`src/rtl/ascii_seq_pkg.sv`:
```
// ascii_seq_pkg: shared states and character constants for the ASCII stream sequencer
package ascii_seq_pkg;
  typedef enum logic [1:0] {IDLE, SEND, CRLF} state_e;
  localparam logic [7:0] ASCII_ZERO = 8'h30;
  localparam logic [7:0] ASCII_A = 8'h41;
  localparam logic [7:0] ASCII_CR = 8'h0D;
  localparam logic [7:0] ASCII_LF = 8'h0A;
  localparam int HEX_LEN = 4;
  localparam int BIN_LEN = 16;
endpackage

```
`src/rtl/ascii_char_select.sv`:
```
// ascii_char_select: maps latched value, mode and digit index to one ASCII character
module ascii_char_select
  import ascii_seq_pkg::*;
(
  input  logic [15:0] value_i,
  input  logic        mode_i,
  input  logic [3:0]  idx_i,
  output logic [7:0]  char_o
);
  logic [3:0] nib;
  // Digits go out most significant first, so the index counts down through the word
  assign nib = value_i[{~idx_i[1:0], 2'b00} +: 4];
  assign char_o = mode_i ? (value_i[~idx_i] ? ASCII_ZERO + 8'd1 : ASCII_ZERO)
                         : (nib < 4'd10 ? ASCII_ZERO + {4'h0, nib} : ASCII_A + {4'h0, nib} - 8'd10);
endmodule

```
`src/rtl/ascii_stream_sequencer.sv`:
```
// ascii_stream_sequencer: streams a 16-bit value as hex or binary ASCII over valid/ready.
// Define ASCII_SEQ_CRLF_EN to terminate each frame with CR LF.
module ascii_stream_sequencer
  import ascii_seq_pkg::*;
(
  input  logic        clk,
  input  logic        rst_n,
  input  logic [15:0] value,
  input  logic        mode,
  input  logic        start,
  output logic        ready,
  output logic [7:0]  tx_data,
  output logic        tx_valid,
  input  logic        tx_ready,
  output logic        done
);
  state_e      state_q, state_d;
  logic [4:0]  idx_q, idx_d;
  logic [15:0] value_q, value_d;
  logic        mode_q, mode_d;
  logic        done_q, done_d;
  logic [4:0]  last;
  logic [7:0]  ch;

  ascii_char_select u_sel (
    .value_i(value_q),
    .mode_i (mode_q),
    .idx_i  (idx_q[3:0]),
    .char_o (ch)
  );

  assign last = mode_q ? 5'(BIN_LEN - 1) : 5'(HEX_LEN - 1);

  always_comb begin
    state_d = state_q;
    idx_d = idx_q;
    value_d = value_q;
    mode_d = mode_q;
    done_d = 1'b0;
    case (state_q)
      IDLE: if (start) begin
        state_d = SEND;
        idx_d = 5'd0;
        value_d = value;
        mode_d = mode;
      end
      SEND: if (tx_ready) begin
        if (idx_q == last) begin
          idx_d = 5'd0;
`ifdef ASCII_SEQ_CRLF_EN
          state_d = CRLF;
`else
          state_d = IDLE;
          done_d = 1'b1;
`endif
        end else begin
          idx_d = idx_q + 5'd1;
        end
      end
      CRLF: if (tx_ready) begin
        idx_d = idx_q[0] ? 5'd0 : 5'd1;
        state_d = idx_q[0] ? IDLE : CRLF;
        done_d = idx_q[0];
      end
      default: state_d = IDLE;
    endcase
  end

  always_ff @(posedge clk or negedge rst_n) begin
    if (!rst_n) begin
      state_q <= IDLE;
      idx_q <= 5'd0;
      value_q <= 16'h0000;
      mode_q <= 1'b0;
      done_q <= 1'b0;
    end else begin
      state_q <= state_d;
      idx_q <= idx_d;
      value_q <= value_d;
      mode_q <= mode_d;
      done_q <= done_d;
    end
  end

  // Outputs decode only registered state, so tx_ready and start never reach them
  assign ready = state_q == IDLE;
  assign tx_valid = state_q != IDLE;
  assign done = done_q;
  assign tx_data = state_q == SEND ? ch : state_q == CRLF ? (idx_q[0] ? ASCII_LF : ASCII_CR) : 8'h00;
endmodule

```
`config.mk`:
```
export PLATFORM = sky130hd
export DESIGN_NAME = ascii_stream_sequencer
export DESIGN_NICKNAME = d
export VERILOG_FILES = /design/src/rtl/ascii_seq_pkg.sv /design/src/rtl/ascii_char_select.sv /design/src/rtl/ascii_stream_sequencer.sv
export SDC_FILE = /design/constraint.sdc
export NUM_CORES = 1
export LEC_CHECK = 0
export ABC_CLOCK_PERIOD_IN_PS = 2400
export BUFFER_PORTS_ARGS = -buffer_cell sky130_fd_sc_hd__buf_2
export CORE_MARGIN = 3
export CORE_UTILIZATION = 54
export DETAILED_ROUTE_END_ITERATION = 8
export GPL_TIMING_DRIVEN = 0
export PLACE_DENSITY = 0.76
export SLEW_MARGIN = 30
export SYNTH_ARGS = -nofsm -noshare
export SYNTH_HDL_FRONTEND = slang
export SYNTH_SLANG_ARGS = --single-unit
```
`constraint.sdc`:
```
create_clock -name clk -period 2.4 [get_ports clk]
set_clock_uncertainty 0.15 [all_clocks]
set_input_delay 0 -clock clk [delete_from_list [all_inputs] [get_ports clk]]
set_output_delay 0 -clock clk [all_outputs]
set_load 0.02 [all_outputs]
```
After elaboration in Yosys (flattened, before gate mapping)
Cells that the tools add are included.

cells by class
  reduce and logical (&&, ||, !) cells = 6
  shift-type cells = 1
  order comparisons = 2
  $add $sub $neg = 4
  bitwise logic cells = 2
  equality and inequality tests = 7
  muxes and demuxes = 25

operator list
  operator                                                    count
  2-to-1 mux 8 bit                                            3
  2-to-1 mux 5 bit                                            4
  indexed part select 16 x 5 -> 4 bit                         1
  one-hot mux 5 bit (3 select lines)                          1
  2-to-1 mux 2 bit                                            5
  adder 7 x 4 -> 8 bit, first input constant                  1
  2-to-1 mux 4 bit                                            2
  inequality test 2 bit, second input constant                4
  AND reduction 4 bit                                         2
  subtractor 8 x 4 -> 8 bit, second input constant            1
  adder 6 x 4 -> 7 bit, first input constant                  1
  2-to-1 mux 1 bit                                            6
  one-hot mux 2 bit (3 select lines)                          1
  adder 5 x 1 -> 5 bit, second input constant                 1
  == test 5 x 4 -> 1 bit                                      1
  less-than comparator 4 x 5 -> 1 bit, second input constant  1
  binary-select mux 1 bit (select 4 bit)                      1
  less-than comparator 4 bit, second input constant           1
  inverter 4 bit                                              1
  2-to-1 mux 3 bit                                            1
  nonzero test 3 bit                                          1
  == test 2 x 1 -> 1 bit, second input constant               1
  == test 2 bit, second input constant                        1
  logical NOT 2 bit                                           1
  4 further kinds                                             4

word-level totals
  output and inout port bits = 11
  register bits = 25
  logic and storage cells = 52
  input bits = 21

Longest topological paths before layout
Gate-level depths: netlist (run 1).

  depth after elaboration = 7
  mapped depth = 8
  depth with buffers taken out = 7

Hierarchy
Synthesis (run 1) repeated with hierarchy kept, for this count alone.

unflattened totals
  cells, all modules = 137
  area, all modules = 1569.0 um^2

by module, submodules not included
  module                  area each (um^2)  instances  cells an instance  sequential area each (um^2)
  ascii_stream_sequencer  1223.7            1          107                625.6
  ascii_char_select       345.3             1          30                 0.0

Worst setup path before layout (run 1)
No wires, ideal clock.

  path kind = reg2out
  from = reg idx_q[0]
  to = out tx_data[1]
  data required time = 2.250 ns
  cell stages (with the launch flop) = 7
  setup slack = 0.332 ns
  buffers on the path = 1
  data arrival time = 1.918 ns
  cells stage by stage = dfrtp_1 -> buf_6 -> mux4_2 -> inv_1 -> ha_1 -> a2111o_1 -> o21ai_0

on the way
  word-level cells in the longest chain between the ends = 7
  elaborated cells between the ends (all ways) = 11
  classes of those cells = add/sub (3); order compare (1); shift (1); mux (5); bitwise (1)

RTL lines
  item                                 line                          RTL
  start: declaration                   ascii_stream_sequencer.sv:18  logic [4:0] idx_q, idx_d;
  start signal: assignment             ascii_stream_sequencer.sv:78  idx_q <= idx_d;
  inverter 2 bit                       ascii_char_select.sv:12       assign nib = value_i[{~idx_i[1:0], 2'b00} +: 4];
  indexed part select 16 x 5 -> 4 bit  ascii_char_select.sv:12
  adder 7 x 4 -> 8 bit                 ascii_char_select.sv:14       : (nib < 4'd10 ? ASCII_ZERO + {4'h0, nib} : ASCII_A + {4'h0, nib} - 8'd10);
  subtractor 8 x 4 -> 8 bit            ascii_char_select.sv:14
  2-to-1 mux 8 bit                     ascii_char_select.sv:14
  2-to-1 mux 8 bit                     ascii_char_select.sv:13       assign char_o = mode_i ? (value_i[~idx_i] ? ASCII_ZERO + 8'd1 : ASCII_ZERO)
  2-to-1 mux 8 bit *                   ascii_stream_sequencer.sv:89  assign tx_data = state_q == SEND ? ch : state_q == CRLF ? (idx_q[0] ? ASCII_LF : ASCII_CR) : 8'h00;
  end: declaration                     ascii_stream_sequencer.sv:12  output logic [7:0] tx_data,

Mark *: on every way between the ends. The rest lies on a longest branch, timed or not.

Worst setup path after layout (run 1)
  from = reg idx_q[0]
  to = out tx_data[0]

Same word-level chain as after synthesis.

==> flow_summary.ini, run 1 <==
[global_route]
grtUsageTotal_pct = 23.80
grt_max_degree = 26
grt_pass1_wl_um = 6251
first_global_vias = 1376
gr-total-overflow = 0
antenna_found_initial = 0

[timing]
rsz0062_at_grt = true
final-max-slew-violation-count = 0
tightest_slew_ns = 0.6588
setup_slack_ns = -0.09998
finalCritPeriodShare_pct = 104.2
period_needed_ns = 2.500
hold_viol_final = 0
setup_viol = 1
timing.fmax_mhz = 400.0
slew-limit-headroom_pct = 54.95

[synthesis]
synth_edf_count = 0
synth_top_family_by_area = multiplexers
synthAdderAreaFrac_pct = 4.736
synth_flop_cell = dfrtp_1
synth_area_um2 = 1585
postSynthAreaPerCell_um2 = 10.86
synth_compound_area_share_pct = 10.89
async_reset_ff_share_pct = 100.0
netlist-cell-type-count = 39
synthesis.nets = 173
ys_ff_latch = 25
synth_cells = 146
yosysSeqAreaShare_pct = 39.46
yosys_warnings = 0
synth_xor_xnor_area_share_pct = 0.5525
synth.area.mux_share_pct = 24.31
yosys.area_share.simple_pct = 13.65

[place]
gp_congestion = 0.9023
dpl_cell_area_um2 = 1774
hpwlAfterDp_um = 2562
portBuffers = 30

[final_layout]
fillers = 187
diodes = 0
final_core_util_pct = 75.66
multi_input_area_um2 = 904.6
syn_to_final_growth_pct = 32.75
final_layout_size_suffix_gt1_share_pct = 41.26
fin_area_um2 = 2105
register_area_um2 = 628.1
fin_nets = 234

[setup_path]
cp.arrival_ns = 2.35
worstSetupPathType = register to output port
cp-start-kind = register
endpoint_kind = output port
crit_path_max_fanout = 7
worstPathRequired_ns = 2.25

[clocking]
cts_root_buf = clkbuf_4
insertion_delay_ns = 0.33
clock_sinks = 25
cts_buffer_depth = 2
cts_buffers = 3
path_clk_slew_ns = 0.14
htree_levels = 1
cts_tree = done

[routing]
drt-total-wl_um = 3932
vias = 1368
drt_pass1_iterations = 4
first_iter_violations = 51
via_per_inst = 5.772
drc = 0
wl_per_cell_um = 16.59
ant_nets = 0

[floorplan]
die_x_um = 60.18
boundaryPins = 32
core.rowCount = 19
dieArea_um2 = 3622
initial_core_util_pct = 57.00
die_h_um = 60.18
core_area_um2 = 2781

[pwr]
p_per_area_nw_per_um2 = 1214
p_leak_nw = 0.9587
total_power_w = 0.002556
ir_drop_v = 0.001183

[run_status]
status = finished with violations
failed_checks = negative setup slack

[min_path]
hp-class = input port to asynchronous set/reset pin

[job]
max-cap-violations = 0
[path summary, 6_finish.rpt]
kind	start	endpoint	slack, ns	depth (start not counted)
worst max-delay path	idx_q[0]	tx_data[0]	-0.1	8
worst min-delay path	rst_n	done	0.02	2
worst max register to register	state_q[1]	value_q[14]	0.23	5
worst min register to register	value_q[11]	value_q[11]	0.40	1
max in group asynchronous	rst_n	idx_q[1]	1.69	2
min in group clk	value[12]	value_q[12]	0.28	3
[metrics by stage]
stage               hold WS [ns]  cells  worst slack [ns]  setup TNS (ns)
floorplan                -0.4456    146            0.3324               0
global placement         -0.1373    207            0.2171               0
detailed placement       -0.1206    207            0.1917               0
CTS                      0.04399    236          -0.03861        -0.03861
global route             0.07498    237           -0.2040         -0.2672
finish                   0.02203    237          -0.09998        -0.09998
[cell families (layout without fill, tap and decap cells)]
kind of cell / after synthesis / in the layout
adder cells (fa/ha/maj): 6 / 6
XOR/XNOR: 1 / 1
buffers and inverters: 17 / 77
multiplexers: 28 / 28
AO/OA/AOI/OAI: 24 / 24
flip-flops: 25 / 25
other: 1 / 1
AND/OR/NAND/NOR: 44 / 44
[cell type report]
class	instances	share of cell area, %
Clock buffer	3	1.070
Multi-Input combinational cell	104	42.98
Inverter	9	1.605
Sequential cell	25	29.85
Tap cell	31	1.843
Buffer	7	2.556
Clock inverter	1	0.2378
Timing Repair Buffer	57	19.86
[flip-flops by register name, summed over array words and instances, names as in the netlist]
register  flops
idx_q         5
value_q      16
done          1
state_q       2
mode_q        1
[metal layers]
| metal | up-vias | GRT usage [%] | share of wire [%] |
|---|---|---|---|
| li1 | 650 | - | - |
| met1 | 666 | 29.56 | 41 |
| met2 | 41 | 40.59 | 52 |
| met3 | 11 | 4.104 | 4.6 |
| met4 | 0 | 9.810 | 2.6 |
| met5 | - | 0 | 0 |
[cell usage after synthesis (2+ instances only)]
master    count  area (µm²)
a21oi_1       4       20.02
a31oi_1       2       12.51
and2_1        2       12.51
and3_1        2       12.51
buf_2         2       10.01
clkbuf_1      2       7.510
clkbuf_8      2       27.53
dfrtp_1      25       625.6
ha_1          6       75.07
inv_1         9       33.78
mux2_2       18       202.7
mux2i_1       4       40.04
mux4_1        2       52.55
mux4_2        4       90.09
nand2_1      12       45.04
nand3_1       4       20.02
nand3b_1      2       15.01
nor2_1       10       37.54
nor2b_1       3       18.77
nor3_1        5       25.02
o211ai_1      2       15.01
o21ai_0       7       35.03
[power by group]
group	internal, W	switching (W)
Sequential	0.000591	0.000171
Clock	0.0000627	0.000134
Combinational	0.000781	0.000817
[critical path, cell delays in order, from the launching register on]
cell and delay, ns:
dfrtp_2 0.48, buf_6 0.14, buf_8 0.11, buf_4 0.15
a2111oi_0 0.53, a21oi_1 0.13, a31oi_2 0.24, a221oi_2 0.05
buf_4 0.17
[placed cells by master, fill, tap and decap left out, types with 2 or more instances in the layout]
master         count
ha_1               5
nor3_1             4
o21ai_0            4
buf_2             29
a21oi_1            4
dfrtp_2            2
mux2i_1            4
mux2_2            18
nor2b_1            3
dfrtp_1           23
clkbuf_1           2
nand3_1            3
nor2_1            10
clkbuf_4           3
o21ai_2            3
nand3b_1           2
dlygate4sd3_1     20
inv_1              7
nand2_1           11
buf_4              9
inv_2              2
and3_1             2
buf_6              2
mux4_2             5
o211ai_1           2
[what timing repair did]
item / in CTS / in global routing
hold endpoints to repair: 46 / 0
hold buffers: 20 / 0
resized for setup: 7 / 16
setup endpoints to repair: 2 / 3
pin swaps: 0 / 3
cloned: 0 / 0
setup buffers: 5 / 2
(Power assumes the default switching activity.)
==> run 2, diff against run 1 <==
- SYNTH_HIERARCHICAL: default -> 1
==> flow_summary.ini, run 2 <==
[pwr]
clock_power_share_pct = 7.6
pwr-share-comb_pct = 62.2
p_leak_nw = 0.9211
seq_power_share_pct = 30.2
sw_frac_of_total_pct = 41.43
p_int_w = 0.001470
power_switching_w = 0.001040
ir_drop_v = 0.0009900
p_per_area_nw_per_um2 = 1210

[timing]
timing.fmax_mhz = 417.0
rsz0062_at_grt = true
setup_viol = 0
finalCritPeriodShare_pct = 99.91
slew-limit-headroom_pct = 63.35
final-max-slew-violation-count = 0
hold_viol_final = 0
period_needed_ns = 2.398
tightest_slew_ns = 0.5497

[setup_path]
cp.arrival_ns = 2.25
reg2reg_slack_ns = 0.25
r2r-start = idx_q[0]
cp-start-kind = register
endpoint_kind = output port
crit_path_max_fanout = 8
worstPathRequired_ns = 2.25
reg2reg_depth = 7
worstSetupPathType = register to output port
r2r-end = state_q[0]

[synthesis]
synth.area.mux_share_pct = 27.67
synth_area_um2 = 1569
synth_most_common_cell = dfrtp_1
synth_commonest_cells = dfrtp_1, mux2_2, nand2_1, inv_1, o21ai_0
yosys_warnings = 6
synthesis.nets = 165
synthAdderAreaFrac_pct = 5.582
netlist-cell-type-count = 39
async_reset_ff_share_pct = 100.0
synth_xor_xnor_area_share_pct = 1.116
synth_flop_cell = dfrtp_1
synth_top_family_by_area = multiplexers
synth_edf_count = 0
yosys-top-cells-area = dfrtp_1, mux2_2, mux4_2
yosysSeqAreaShare_pct = 39.87
yosys.area_share.simple_pct = 11.32
synth_top_area_share_pct = 39.87
postSynthAreaPerCell_um2 = 11.45
synth_cells = 137
synth_compound_area_share_pct = 9.729
ys_ff_latch = 25
synth_top_cell_by_area = dfrtp_1

[global_route]
grtUsageMet2_pct = 38.73
grt_max_degree = 26
grtUsageTotal_pct = 22.17
top_usage_layer = met2
first_global_vias = 1279
use_met3_pct = 3.888
antenna_found_initial = 0
grt_pass1_wl_um = 5789
grtUsageMet1_pct = 27.44
gr-total-overflow = 0

[routing]
via_per_inst = 5.665
ant_nets = 0
drt_pass1_iterations = 4
wl_per_cell_um = 15.62
first_iter_violations = 49
drc = 0
drt-total-wl_um = 3545
vias = 1286

[run_status]
status = finished, final reports clean

[final_layout]
fillers = 158
fin_nets = 226
syn_to_final_growth_pct = 32.22
largest_register = value_q
stdcell_count = 227
layout_common_cells = buf_2, dfrtp_1, mux2_2, dlygate4sd3_1
final_layout_size_suffix_gt1_share_pct = 42.13
final_common_cell = buf_2
largest_reg_flops = 16
final_core_util_pct = 79.41
fin_area_um2 = 2074
diodes = 0
largestRegisters = value_q x16, idx_q x5, state_q x2

[place]
gp_congestion = 0.7861
dpl_cell_area_um2 = 1757
hpwlAfterDp_um = 2359
portBuffers = 30
placedCellCount = 197

[floorplan]
core_area_um2 = 2613
boundaryPins = 32
dieArea_um2 = 3589
core.rowCount = 18
initial_core_util_pct = 60.06
die_h_um = 59.91
die_x_um = 59.91

[clocking]
htree_levels = 1
insertion_delay_ns = 0.32
cts_buffers = 3
cts_root_buf = clkbuf_4
cts_buffer_depth = 2
path_clk_slew_ns = 0.14
clock_sinks = 25
cts_tree = done

[min_path]
hp-class = input port to asynchronous set/reset pin

[job]
max-cap-violations = 0
==> run 2: repair_timing <==
| action | in CTS | in global routing |
|---|---|---|
| buffers inserted | 5 | 2 |
| setup endpoints to repair | 5 | 6 |
| endpoints found under the hold margin | 44 | 0 |
| hold buffers | 19 | 0 |
| pin swaps | 1 | 2 |
| resized for setup | 4 | 14 |
==> run 2: logic make-up after synthesis <==
kind of cell / count (synthesis)
AO/OA/AOI/OAI: 23
XOR/XNOR: 2
adder cells (fa/ha/maj): 7
buffers and inverters: 15
flip-flops: 25
multiplexers: 31
other: 1
AND/OR/NAND/NOR: 33
==> run 2: final cells by class <==
class,count,area [µm²],area share (%)
plain buffers,5,36.28,1.749
clock buffers,4,26.28,1.267
inverters,10,37.54,1.809
multi-input cells,97,898.4,43.31
flip-flops and latches,25,628.1,30.28
well taps,30,37.54,1.809
repair buffers,56,410.4,19.78
==> run 2: critical path, stage by stage (launching register included) <==
cell and delay (ns):
dfrtp_2 0.41, buf_8 0.14, mux4_2 0.53, inv_2 0.09
ha_4 0.12, o211ai_1 0.09, xor2_1 0.15, nor2_1 0.09
nand2_1 0.06, o21ai_1 0.09, buf_4 0.16
==> run 2: how the worst max path moves through the flow <==
stage              from         end  slack, ns  cells past startpoint
6_report       idx_q[0]  tx_data[2]      0.002                     10
5_1_grt        idx_q[0]  tx_data[2]      -0.12                     10
4_1_cts        idx_q[0]  tx_data[2]      -0.01                      9
3_5_place_dp   idx_q[0]  tx_data[2]       0.16                     10
3_3_place_gp   idx_q[0]  tx_data[2]       0.21                     10
2_1_floorplan  idx_q[0]  tx_data[2]       0.30                      9
==> run 2: power by group through the flow <==
| stage | Combinational, W | Clock (W) | Sequential, W |
|---|---|---|---|
| finish | 0.00156 | 0.000190 | 0.000757 |
| global route | 0.00168 | 0.000216 | 0.000779 |
| CTS | 0.00141 | 0.000195 | 0.000750 |
| detailed placement | 0.00129 | 0 | 0.000763 |
| global placement | 0.00124 | 0 | 0.000745 |
| floorplan | 0.00103 | 0 | 0.000701 |
==> run 2: layer usage <==
metal / vias to the layer above / part of all wire [%]
li1: 614 / -
met1: 622 / 42
met2: 44 / 52
met3: 6 / 4.5
met4: 0 / 1.7
met5: - / 0
==> run 2: stage by stage <==
step	setup slack (ns)	setup TNS (ns)	hold WS (ns)	total power, W
floorplan	0.3011	0	-0.4456	0.001727
CTS	-0.01455	-0.02045	0.04952	0.002358
global route	-0.1197	-0.5480	0.1115	0.002680
detailed placement	0.1627	0	-0.1278	0.002048
global placement	0.2057	0	-0.1411	0.001982
finish	0.002181	0	0.05674	0.002510
==> run 3, diff against run 2 <==
- ABC_CLOCK_PERIOD_IN_PS: 2400 -> 2190
- CORE_UTILIZATION: 54 -> 49
- PLACE_DENSITY: 0.76 -> 0.72
- clock period: 2.4 -> 2.19 ns (I/O delays scaled with it)
==> flow_summary.ini, run 3 (synthesized netlist as in run 2, its figures left out) <==
[run_status]
status = finished with violations
failed_checks = negative setup slack

[clocking]
clock_sinks = 25
path_clk_slew_ns = 0.13
cts_buffers = 3
cts_buffer_depth = 2
insertion_delay_ns = 0.32
cts_root_buf = clkbuf_4
cts_tree = done
htree_levels = 1

[place]
hpwlAfterDp_um = 2500
gp_congestion = 0.7987
portBuffers = 30
dpl_cell_area_um2 = 1772
placedCellCount = 209

[floorplan]
core_area_um2 = 2900
die_x_um = 62.59
core.rowCount = 19
dieArea_um2 = 3917
boundaryPins = 32
initial_core_util_pct = 54.10
die_h_um = 62.59

[setup_path]
path_cells = buf_8 -> mux4_2 -> buf_6 -> o21ai_4 -> xnor2_1 -> mux2i_1 -> nand2_1 -> o21ai_1 -> buf_4
cpPeakStageDelay_ns = 0.54
crit_slowest_cell = mux4_2
worstPathRequired_ns = 2.04
reg2reg_slack_ns = 0.12
cp.arrival_ns = 2.26
endpoint_kind = output port
worstSetupPathType = register to output port
crit_path_max_fanout = 6
cp-start-kind = register

[final_layout]
diodes = 0
final_layout_size_suffix_gt1_share_pct = 44.16
fillers = 196
fin_area_um2 = 2130
fin_nets = 226
multi_input_area_um2 = 919.6
syn_to_final_growth_pct = 35.73
largestRegisters = value_q x16, idx_q x5, state_q x2
largest_register = value_q
stdcell_count = 239
register_area_um2 = 626.9
final_common_cell = buf_2
largest_reg_flops = 16
layout_common_cells = buf_2, dfrtp_1, mux2_2, dlygate4sd3_1, nand2_1

[routing]
wl_per_cell_um = 14.81
first_iter_violations = 45
drc = 0
ant_nets = 0
vias = 1281
drt-total-wl_um = 3539
via_per_inst = 5.360
drt_pass1_iterations = 4

[timing]
setup_viol = 7
period_needed_ns = 2.414
rsz0062_at_grt = true
hold_viol_final = 0
timing.fmax_mhz = 414.3
slew-limit-headroom_pct = 62.45
setup_slack_ns = -0.2237
finalCritPeriodShare_pct = 110.2
final-max-slew-violation-count = 0
tightest_slew_ns = 0.5632

[job]
max-cap-violations = 0

[pwr]
p_per_area_nw_per_um2 = 1344
ir_drop_v = 0.0007198
p_leak_nw = 0.9365

[global_route]
first_global_vias = 1320
antenna_found_initial = 0
grtUsageTotal_pct = 19.70
grt_max_degree = 26
gr-total-overflow = 0
grt_pass1_wl_um = 6141

[min_path]
hp-class = input port to asynchronous set/reset pin
run 3: cell counts in the layout (fill, tap and decap cells not counted):
Identical to the previous run, type by type.
run 3: where the power goes:
| part | internal (W) | switching (W) | total (W) | leakage [nW] |
|---|---|---|---|---|
| sequential | 0.000647 | 0.000182 | 0.000829 | 0.307 |
| clock | 0.0000713 | 0.000136 | 0.000207 | 0.0150 |
| combinational | 0.000965 | 0.000860 | 0.00183 | 0.615 |
| total | 0.00168 | 0.00118 | 0.00286 | 0.937 |
run 3: final timing paths:
kind                       startpoint         end  cells past startpoint
max                          idx_q[0]  tx_data[0]                      9
min                             rst_n  state_q[0]                      2
max reg2reg                  idx_q[1]  state_q[0]                      5
min reg2reg                value_q[0]  value_q[0]                      1
max in group asynchronous       rst_n    idx_q[0]                      2
min in group clk                start    idx_q[0]                      4
run 3: through the flow:
step	util (%)	power (W)	hold WS (ns)	setup WS, ns	TNS, ns
floorplan	-	0.001893	-0.4456	0.09108	0
global placement	61.09	0.002172	-0.1307	-0.01608	-0.02724
detailed placement	61.09	0.002255	-0.1189	-0.1171	-0.2717
CTS	71.61	0.002746	0.05416	-0.2580	-1.336
global route	73.43	0.003066	0.07260	-0.3556	-1.906
finish	73.43	0.002862	0.03735	-0.2237	-1.090
run 3: metal layers:
layer / track usage (%) / part of all wire (%)
met5: 0 / 0
met4: 8.540 / 1.5
met3: 2.698 / 4.0
met2: 35.55 / 53
met1: 23.22 / 41
run 3: layout make-up:
type / count / area share [%]
plain buffers: 5 / 1.704
multi-input cells: 97 / 43.18
well taps: 42 / 2.468
repair buffers: 56 / 20.21
clock buffers: 4 / 1.234
flip-flops and latches: 25 / 29.44
inverters: 10 / 1.763
run 3: what timing repair did:
action / CTS / global route
pin swaps: 4 / 5
cloned: 0 / 0
hold buffers: 19 / 0
resized for setup: 21 / 7
buffers inserted: 4 / 3
hold endpoints to repair: 44 / 0
endpoints found under the setup margin: 7 / 7
run 3: worst max-delay path, delay by kind of cell (launching register included):
kind	cells	cell delay, ns
buf+inv	3	0.44
compound gates	2	0.26
simple gates	1	0.07
xor+xnor	1	0.09
flops	1	0.40
mux	2	0.67
